### config.mk
export PLATFORM = sky130hd
export DESIGN_NAME = neander_prog_loader
export DESIGN_NICKNAME = d
export VERILOG_FILES = /design/src/rtl/neander_prog_loader.sv
export SDC_FILE = /design/constraint.sdc
export NUM_CORES = 1
export LEC_CHECK = 0
export CORE_MARGIN = 8
export CORE_UTILIZATION = 52
export DETAILED_ROUTE_END_ITERATION = 10
export GPL_TIMING_DRIVEN = 0
export PLACE_DENSITY_LB_ADDON = 0.25
export SETUP_SLACK_MARGIN = 0.02
export SKIP_CTS_REPAIR_TIMING = 1
export SLEW_MARGIN = 20
export SYNTH_ARGS = -nofsm -noshare
export SYNTH_HDL_FRONTEND = slang
export SYNTH_SLANG_ARGS = --single-unit
### constraint.sdc
create_clock -name clk -period 1.9 [get_ports clk]
set_input_delay 0.285 -clock clk [delete_from_list [all_inputs] [get_ports clk]]
set_output_delay 0.285 -clock clk [all_outputs]
set_load 0.02 [all_outputs]
### src/rtl/neander_prog_loader.sv
// Framed byte-stream loader for the NEANDER program/data RAM.
// Holds the CPU in reset until a frame with a good XOR checksum has been written.
module neander_prog_loader #(
  parameter logic [7:0] SYNC_BYTE      = 8'hA5,
  parameter int         TIMEOUT_CYCLES = 1000
) (
  input  logic       clk,
  input  logic       reset,
  input  logic       in_valid,
  input  logic [7:0] in_data,
  output logic       in_ready,
  output logic       mem_we,
  output logic [7:0] mem_addr,
  output logic [7:0] mem_wdata,
  output logic       cpu_run,
  output logic       load_busy,
  output logic       load_err
);

  typedef enum logic [2:0] {
    IDLE,
    ADDR,
    LEN,
    DATA,
    CHECK,
    RUN
  } state_t;

  localparam int TW = (TIMEOUT_CYCLES > 1) ? $clog2(TIMEOUT_CYCLES) : 1;
  localparam logic [TW-1:0] TLAST = TW'((TIMEOUT_CYCLES > 0) ? TIMEOUT_CYCLES - 1 : 0);

  state_t        state;
  logic [7:0]    base;
  logic [7:0]    idx;
  logic [8:0]    remaining;
  logic [7:0]    chk;
  logic [TW-1:0] tcnt;
  logic          xfer;
  logic          timeout_hit;

  // The loader never stalls; only reset withholds ready.
  assign in_ready    = reset;
  assign xfer        = in_valid && in_ready;
  assign load_busy   = (state == ADDR) || (state == LEN) || (state == DATA) || (state == CHECK);
  assign timeout_hit = (TIMEOUT_CYCLES != 0) && load_busy && !xfer && (tcnt == TLAST);

  always_ff @(posedge clk) begin
    if (!reset) begin
      state     <= IDLE;
      base      <= '0;
      idx       <= '0;
      remaining <= '0;
      chk       <= '0;
      tcnt      <= '0;
      mem_we    <= 1'b0;
      mem_addr  <= '0;
      mem_wdata <= '0;
      cpu_run   <= 1'b0;
      load_err  <= 1'b0;
    end else begin
      mem_we <= 1'b0;

      if (load_busy && !xfer && tcnt != TLAST) begin
        tcnt <= tcnt + TW'(1);
      end else if (!load_busy || xfer) begin
        tcnt <= '0;
      end

      if (timeout_hit) begin
        state    <= IDLE;
        load_err <= 1'b1;
        cpu_run  <= 1'b0;
      end else begin
        case (state)
          IDLE: begin
            if (xfer && in_data == SYNC_BYTE) begin
              state    <= ADDR;
              load_err <= 1'b0;
              chk      <= '0;
            end
          end
          ADDR: begin
            if (xfer) begin
              base  <= in_data;
              chk   <= chk ^ in_data;
              state <= LEN;
            end
          end
          LEN: begin
            if (xfer) begin
              remaining <= (in_data == 8'd0) ? 9'd256 : {1'b0, in_data};
              idx       <= '0;
              chk       <= chk ^ in_data;
              state     <= DATA;
            end
          end
          DATA: begin
            if (xfer) begin
              mem_we    <= 1'b1;
              mem_addr  <= base + idx;
              mem_wdata <= in_data;
              chk       <= chk ^ in_data;
              idx       <= idx + 8'd1;
              remaining <= remaining - 9'd1;
              if (remaining == 9'd1) state <= CHECK;
            end
          end
          CHECK: begin
            if (xfer) begin
              if (in_data == chk) begin
                state <= RUN;
              end else begin
                state    <= IDLE;
                load_err <= 1'b1;
              end
            end
          end
          RUN: begin
            // cpu_run rises one cycle after entering RUN and drops on the resync edge itself.
            if (xfer && in_data == SYNC_BYTE) begin
              cpu_run  <= 1'b0;
              load_err <= 1'b0;
              chk      <= '0;
              state    <= ADDR;
            end else begin
              cpu_run <= 1'b1;
            end
          end
          default: state <= IDLE;
        endcase
      end
    end
  end

endmodule
==> results of run 1 <==
sequential cells by signal (all words and copies together), names as in the netlist, 3 cells and up:
signal / count
base: 8
mem_wdata: 8
mem_addr: 8
tcnt: 10
state: 3
chk: 8
remaining: 9
idx: 8
power by group through the flow:
stage | clock (mW) | combinational [mW] | sequential [mW]
floorplan | 0 | 0.0598 | 1.39
global placement | 0 | 0.0919 | 1.39
detailed placement | 0 | 0.0931 | 1.39
CTS | 1.32 | 0.0934 | 1.36
global route | 1.37 | 0.103 | 1.36
finish | 1.30 | 0.0943 | 1.36
synth_stat cells (5+ instances only):
cell,count,share of area (%)
nand3b_1,10,2.2
or3_1,5,0.91
inv_1,10,1.1
and2_1,5,0.91
ha_1,11,4.0
xor2_1,14,3.6
clkbuf_1,10,1.1
nand2_1,64,7.0
o21a_1,7,1.5
buf_2,7,1.0
nand3_1,13,1.9
nand4_1,8,1.5
a21boi_0,12,2.6
a21boi_1,8,1.7
xnor2_1,11,2.8
dfxtp_1,65,38
a21oi_1,17,2.5
nor2_1,31,3.4
o21ai_0,33,4.8
buf_4,5,1.1
nor2b_1,5,0.91
layer usage:
layer / up-vias / share of wire [%] / wire length (µm) / GRT usage, %
met3: 17 / 7.4 / 615 / 4.765
met5: - / 0 / 0 / 0
met2: 84 / 46 / 3800 / 27.60
met1: 1419 / 45 / 3736 / 21.97
li1: 1518 / - / - / -
met4: 0 / 2.1 / 178 / 10.14
path summary, 6_finish.rpt:
| kind | startpoint | cells after the start | end |
|---|---|---|---|
| worst min-delay path | in_data[1] | 3 | base[1]$_SDFFE_PN0P_ |
| worst max-delay path | idx[0]$_SDFFE_PN0P_ | 8 | mem_addr[6]$_SDFFE_PN0P_ |
| worst min register to register | base[4]$_SDFFE_PN0P_ | 2 | base[4]$_SDFFE_PN0P_ |
| worst max register to register | idx[0]$_SDFFE_PN0P_ | 8 | mem_addr[6]$_SDFFE_PN0P_ |
cells in the final DEF, fill, tap and decap left out, types with 3 or more instances in the layout:
cell,n
o21a_1,7
nand3_1,13
nand3b_1,10
xor2_1,14
and3_1,4
nand2_1,64
xnor2_1,11
a31oi_1,3
inv_1,9
clkbuf_8,9
dfxtp_1,62
nor3_1,4
o21ai_0,33
clkbuf_2,3
clkdlybuf4s50_1,21
nor2_1,31
clkbuf_1,8
nor2b_1,5
ha_1,10
a21boi_0,12
or3_1,5
a21oi_1,16
a21boi_1,8
nand2b_1,3
buf_2,7
buf_4,7
nand4_1,8
and2_1,5
layout make-up:
cell class	instances	share of cell area, %
inverters	10	0.9314
well taps	77	2.391
multi-input cells	313	49.33
repair buffers	25	6.023
plain buffers	25	3.446
clock inverters	7	2.360
flip-flops and latches	65	32.44
clock buffers	9	3.074
metrics by stage:
| step | setup slack, ps | setup TNS, ps | power, mW | hold WS (ps) | cells |
|---|---|---|---|---|---|
| global placement | -246.7 | -6388 | 1.485 | 450.1 | 513 |
| global route | 15.13 | 0 | 2.835 | 303.0 | 531 |
| floorplan | 139.0 | 0 | 1.453 | 440.3 | 413 |
| CTS | -323.5 | -340.6 | 2.775 | 277.6 | 529 |
| detailed placement | -263.9 | -8361 | 1.487 | 458.0 | 513 |
| finish | 78.66 | 0 | 2.758 | 283.3 | 531 |
logic make-up (layout without fill, tap and decap cells):
group / Yosys count / in the layout / synth area share (%)
XOR/XNOR: 26 / 26 / 6.839
multiplexers: 1 / 1 / 0.2910
AO/OA/AOI/OAI: 103 / 103 / 19.61
buffers and inverters: 35 / 76 / 5.056
flip-flops: 65 / 65 / 37.83
AND/OR/NAND/NOR: 171 / 171 / 25.79
adder cells (fa/ha/maj): 12 / 12 / 4.583
worst max-delay path, delay by kind of cell, from the launching register on:
kind | cells | cell delay [ps]
compound gates | 2 | 350
fa+ha+maj | 2 | 400
buf+inv | 1 | 60
flops | 1 | 370
simple gates | 3 | 600
==> flow_summary_export.csv, run 1 <==
group,metric,value,unit
yosys,synth_fp_nets,436,
place,place_area,0.003766,mm²
yosys,synth-seq-cells,65,
worst_setup_path,critical_path_class,"register to register",
power,p_switching,0.6287,mW
detailed_routing,num_vias,3038,
global_routing,grt_pass1_wl,14070,µm
global_routing,grt_max_degree,13,
sta,fin_crit_sh,95.86,%
sta,finalCriticalPeriod,1821,ps
clock_tree,cts_tree,"done",
yosys,synth-main-ff-cell,"dfxtp_1",
clock_tree,clock-sinks,65,
yosys,synth_cells,413,
worst_setup_path,critical_path_required,2190,ps
clock_tree,cts_root_buf,"clkbuf_8",
yosys,yosysSeqAreaShare,37.83,%
power,p_comb_share,3.4,%
worst_setup_path,worst_path_max_delay_cell,"or4_1",
global_routing,globalRoute.totalOverflow,0,
worst_setup_path,cp_cell_sequence,"ha_2 -> inv_2 -> fa_2 -> nor2b_1 -> o21a_1 -> o21a_1 -> or4_1 -> nand3_1",
yosys,ys_types,62,
worst_setup_path,cpPeakStageDelay,470,ps
clock_tree,numCtsBuffers,9,
detailed_routing,routed_wl,8330,µm
detailed_routing,routedWlPerCell,15.69,µm
place,gp_congestion,0.8899,
detailed_routing,drtAntennaViolNets,0,
power,switching_share,22.79,%
worst_setup_path,end_kind,"register",
worst_setup_path,crit_top_cell,"o21a_1",
place,hpwl,5932,µm
clock_tree,clk_path_buf_depth,2,
die,die_w,97.33,µm
detailed_routing,drc,0,
worst_setup_path,crit_arrival,2110,ps
finish,nets,472,
global_routing,grt_antenna_before_repair,0,
die,io_pins,32,
finish,drive_above_1_share,12.33,%
yosys,async_flop_share,0,%
sta,worstMarginPinSlew,637.7,ps
die,die_y,97.33,µm
flow_run,max_cap_viol_count,0,
power,clkPwrFrac,47.3,%
power,p_per_area,684.4,mW/mm²
clock_tree,h-tree-depth,3,
sta,fin_skew,9.343,ps
min_path,min_path_type,"primary input to register",
sta,setup_viol,0,
finish,ff_latch_area,0.001308,mm²
global_routing,grt_use_total,17.91,%
sta,slew_viol_final,0,
die,core-area,0.006386,mm²
detailed_routing,dr.pass1.iters,5,
yosys,syn_area_per_cell,8.328,µm²
outcome,status,"complete, no violations",
detailed_routing,via_per_inst,5.721,
power,seq_power_share,49.3,%
clock_tree,clk_pin_slew,80,ps
yosys,synth_edf_count,0,
power,p_int,2.130,mW
power,p_leak,1.514,nW
detailed_routing,drt_iter0_drc,190,
worst_setup_path,cp-start-kind,"register",
clock_tree,clkLatencyLatePin,340,ps
sta,rsz0062_at_grt,"no",
power,ir_drop,0.4624,mV
finish,fillers,546,
finish,area_growth,17.17,%
yosys,synth_warnings,0,
sta,relSlewSlack,57.33,%
finish,antenna-diode-count,0,
worst_setup_path,crit_fanout,5,
finish,stdcell_area,0.004030,mm²
die,die-area,0.009473,mm²
global_routing,first_global_vias,2985,
worst_setup_path,r2r_setup_slack,80,ps
place,io_buffers,23,
yosys,netlist_area,0.003440,mm²
die,rows,29,
finish,utilization,63.11,%
sta,hold_viol,0,
sta,fmax,549.0,MHz
finish,multi_input_comb_area,0.001988,mm²
die,initial_utilization,53.86,%
(Power assumes the default switching activity.)
==> run 2, diff against run 1 <==
--- a/config.mk
+++ b/config.mk
@@ -6,7 +6,7 @@
 export NUM_CORES = 1
 export LEC_CHECK = 0
 export CORE_MARGIN = 8
-export CORE_UTILIZATION = 52
+export CORE_UTILIZATION = 40
 export DETAILED_ROUTE_END_ITERATION = 10
 export GPL_TIMING_DRIVEN = 0
 export PLACE_DENSITY_LB_ADDON = 0.25
==> run 2 against run 1 <==
Clock power hardly changed. Register-to-register slack about the same. Maximum frequency is 0.96% lower. Critical path type is now register to output port.
==> flow_summary_export.csv, run 2 (synthesis results as in run 1) <==
group,metric,value,unit
outcome,status,"complete, no violations",
clock_tree,clk_pin_slew,80,ps
sta,hold_viol,0,
worst_setup_path,cp.depth,4,
die,die-area,0.01182,mm²
detailed_routing,via_per_inst,5.327,
global_routing,first_global_vias,2915,
sta,finalCriticalPeriod,1839,ps
power,p_leak,1.531,nW
sta,fin_crit_sh,96.79,%
flow_run,max_cap_viol_count,0,
die,initial_utilization,40.43,%
worst_setup_path,critical_path_required,1620,ps
finish,area_growth,19.03,%
finish,reg.largest.list,"tcnt: 10 flops, remaining: 9 flops",
worst_setup_path,reg2regPathDepth,9,
finish,regMostFlops,"tcnt",
power,ir_drop,0.3420,mV
clock_tree,clk_path_buf_depth,2,
global_routing,grt_max_degree,12,
detailed_routing,drt_iter0_drc,137,
global_routing,grt_antenna_before_repair,0,
finish,layout_common_cells,"64 x nand2_1, 62 x dfxtp_1, 33 x o21ai_0",
worst_setup_path,crit_arrival,1550,ps
die,rows,34,
finish,multi_input_comb_area,0.001992,mm²
sta,worstMarginPinSlew,656.5,ps
global_routing,grt_use_total,15.32,%
sta,slew_viol_final,0,
detailed_routing,dr.pass1.iters,4,
place,place_area,0.003805,mm²
die,io_pins,32,
finish,ff_latch_area,0.001308,mm²
place,hpwl,6085,µm
power,p_comb_share,3.6,%
power,p_per_area,666.0,mW/mm²
sta,fin_skew,11.25,ps
place,gp_congestion,0.8826,
die,die_y,108.7,µm
finish,layout_commonest_cell,"nand2_1",
detailed_routing,drtAntennaViolNets,0,
worst_setup_path,critical_path_class,"register to output port",
finish,fillers,828,
min_path,min_path_type,"primary input to register",
power,clkPwrFrac,46.5,%
global_routing,grt_pass1_wl,14320,µm
finish,stdcell_area,0.004094,mm²
die,die_w,108.7,µm
finish,largest_register_ffs,10,
worst_setup_path,cp-start-kind,"register",
power,p_switching,0.6022,mW
global_routing,globalRoute.totalOverflow,0,
worst_setup_path,path_buf_inv,2,
worst_setup_path,cp_cell_sequence,"buf_4 -> nor2_1 -> xnor2_2 -> clkbuf_2",
detailed_routing,num_vias,3015,
clock_tree,h-tree-depth,3,
worst_setup_path,crit_fanout,10,
sta,hold_ws,289.3,ps
detailed_routing,drc,0,
finish,drive_above_1_share,13.10,%
min_path,hold_depth,3,
power,p_int,2.124,mW
clock_tree,clkLatencyLatePin,340,ps
sta,timing.final.ws_setup,60.92,ps
clock_tree,numCtsBuffers,9,
power,seq_power_share,49.9,%
clock_tree,cts_root_buf,"clkbuf_8",
place,pre_cts_ws,-331.8,ps
sta,relSlewSlack,56.07,%
worst_setup_path,cpPeakStageDelay,440,ps
power,switching_share,22.09,%
finish,antenna-diode-count,0,
detailed_routing,routedWlPerCell,15.25,µm
sta,setup_viol,0,
worst_setup_path,cp_top_family,"buffers and inverters",
sta,rsz0062_at_grt,"yes",
die,core-area,0.008508,mm²
clock_tree,cts_tree,"done",
detailed_routing,routed_wl,8629,µm
worst_setup_path,worst_path_max_delay_cell,"dfxtp_1",
worst_setup_path,end_kind,"output port",
sta,fmax,543.7,MHz
finish,nets,476,
place,io_buffers,23,
clock_tree,clock-sinks,65,
[run 2: power by group through the flow]
stage	clock network, mW	logic (mW)	registers (mW)
3_5_place_dp	0	0.0958	1.39
6_report	1.27	0.0970	1.36
4_1_cts	1.31	0.0962	1.36
5_1_grt	1.36	0.105	1.36
2_1_floorplan	0	0.0598	1.39
3_3_place_gp	0	0.0948	1.39
[run 2: per-stage QoR]
stage | total power, mW | cells | utilization (%) | setup TNS (ps)
2_1_floorplan | 1.453 | 413 | - | 0
3_3_place_gp | 1.488 | 544 | 44.72 | -10240
3_5_place_dp | 1.489 | 544 | 44.72 | -12830
4_1_cts | 2.764 | 560 | 47.19 | -389.0
5_1_grt | 2.829 | 566 | 48.12 | -61.28
6_report | 2.726 | 566 | 48.12 | 0
[run 2: area by class of cell]
| class | instances | share of cell area, % |
|---|---|---|
| buffer | 25 | 3.392 |
| clock buffer | 10 | 3.117 |
| clock inverter | 6 | 2.017 |
| inverter | 10 | 0.9169 |
| multi-input combinational | 313 | 48.66 |
| sequential | 65 | 31.94 |
| tap | 108 | 3.301 |
| timing repair buffer | 29 | 6.663 |
[run 2: worst paths after layout]
path	start	to	slack [ps]
max	state[0]$_SDFFE_PP0P_	load_busy	60
min	in_data[5]	base[5]$_SDFFE_PN0P_	290
max reg2reg	idx[0]$_SDFFE_PN0P_	mem_addr[4]$_SDFFE_PN0P_	90
min reg2reg	base[5]$_SDFFE_PN0P_	base[5]$_SDFFE_PN0P_	470
[run 2: worst reg2reg max path: stages, from the launching register on]
cell and delay, ps:
dfxtp_4 380, ha_2 190, inv_2 40, fa_2 350, nor2b_1 140, o21a_1 150, o21a_1 160, buf_4 110
o31ai_1 60, and2_1 150
[run 2: routing by layer]
metal / wire length [µm] / track usage (%) / up-vias
met2: 3910 / 23.63 / 68
met3: 417 / 4.255 / 13
li1: - / - / 1527
met5: 0 / 0 / -
met1: 4120 / 19.46 / 1407
met4: 180 / 7.038 / 0
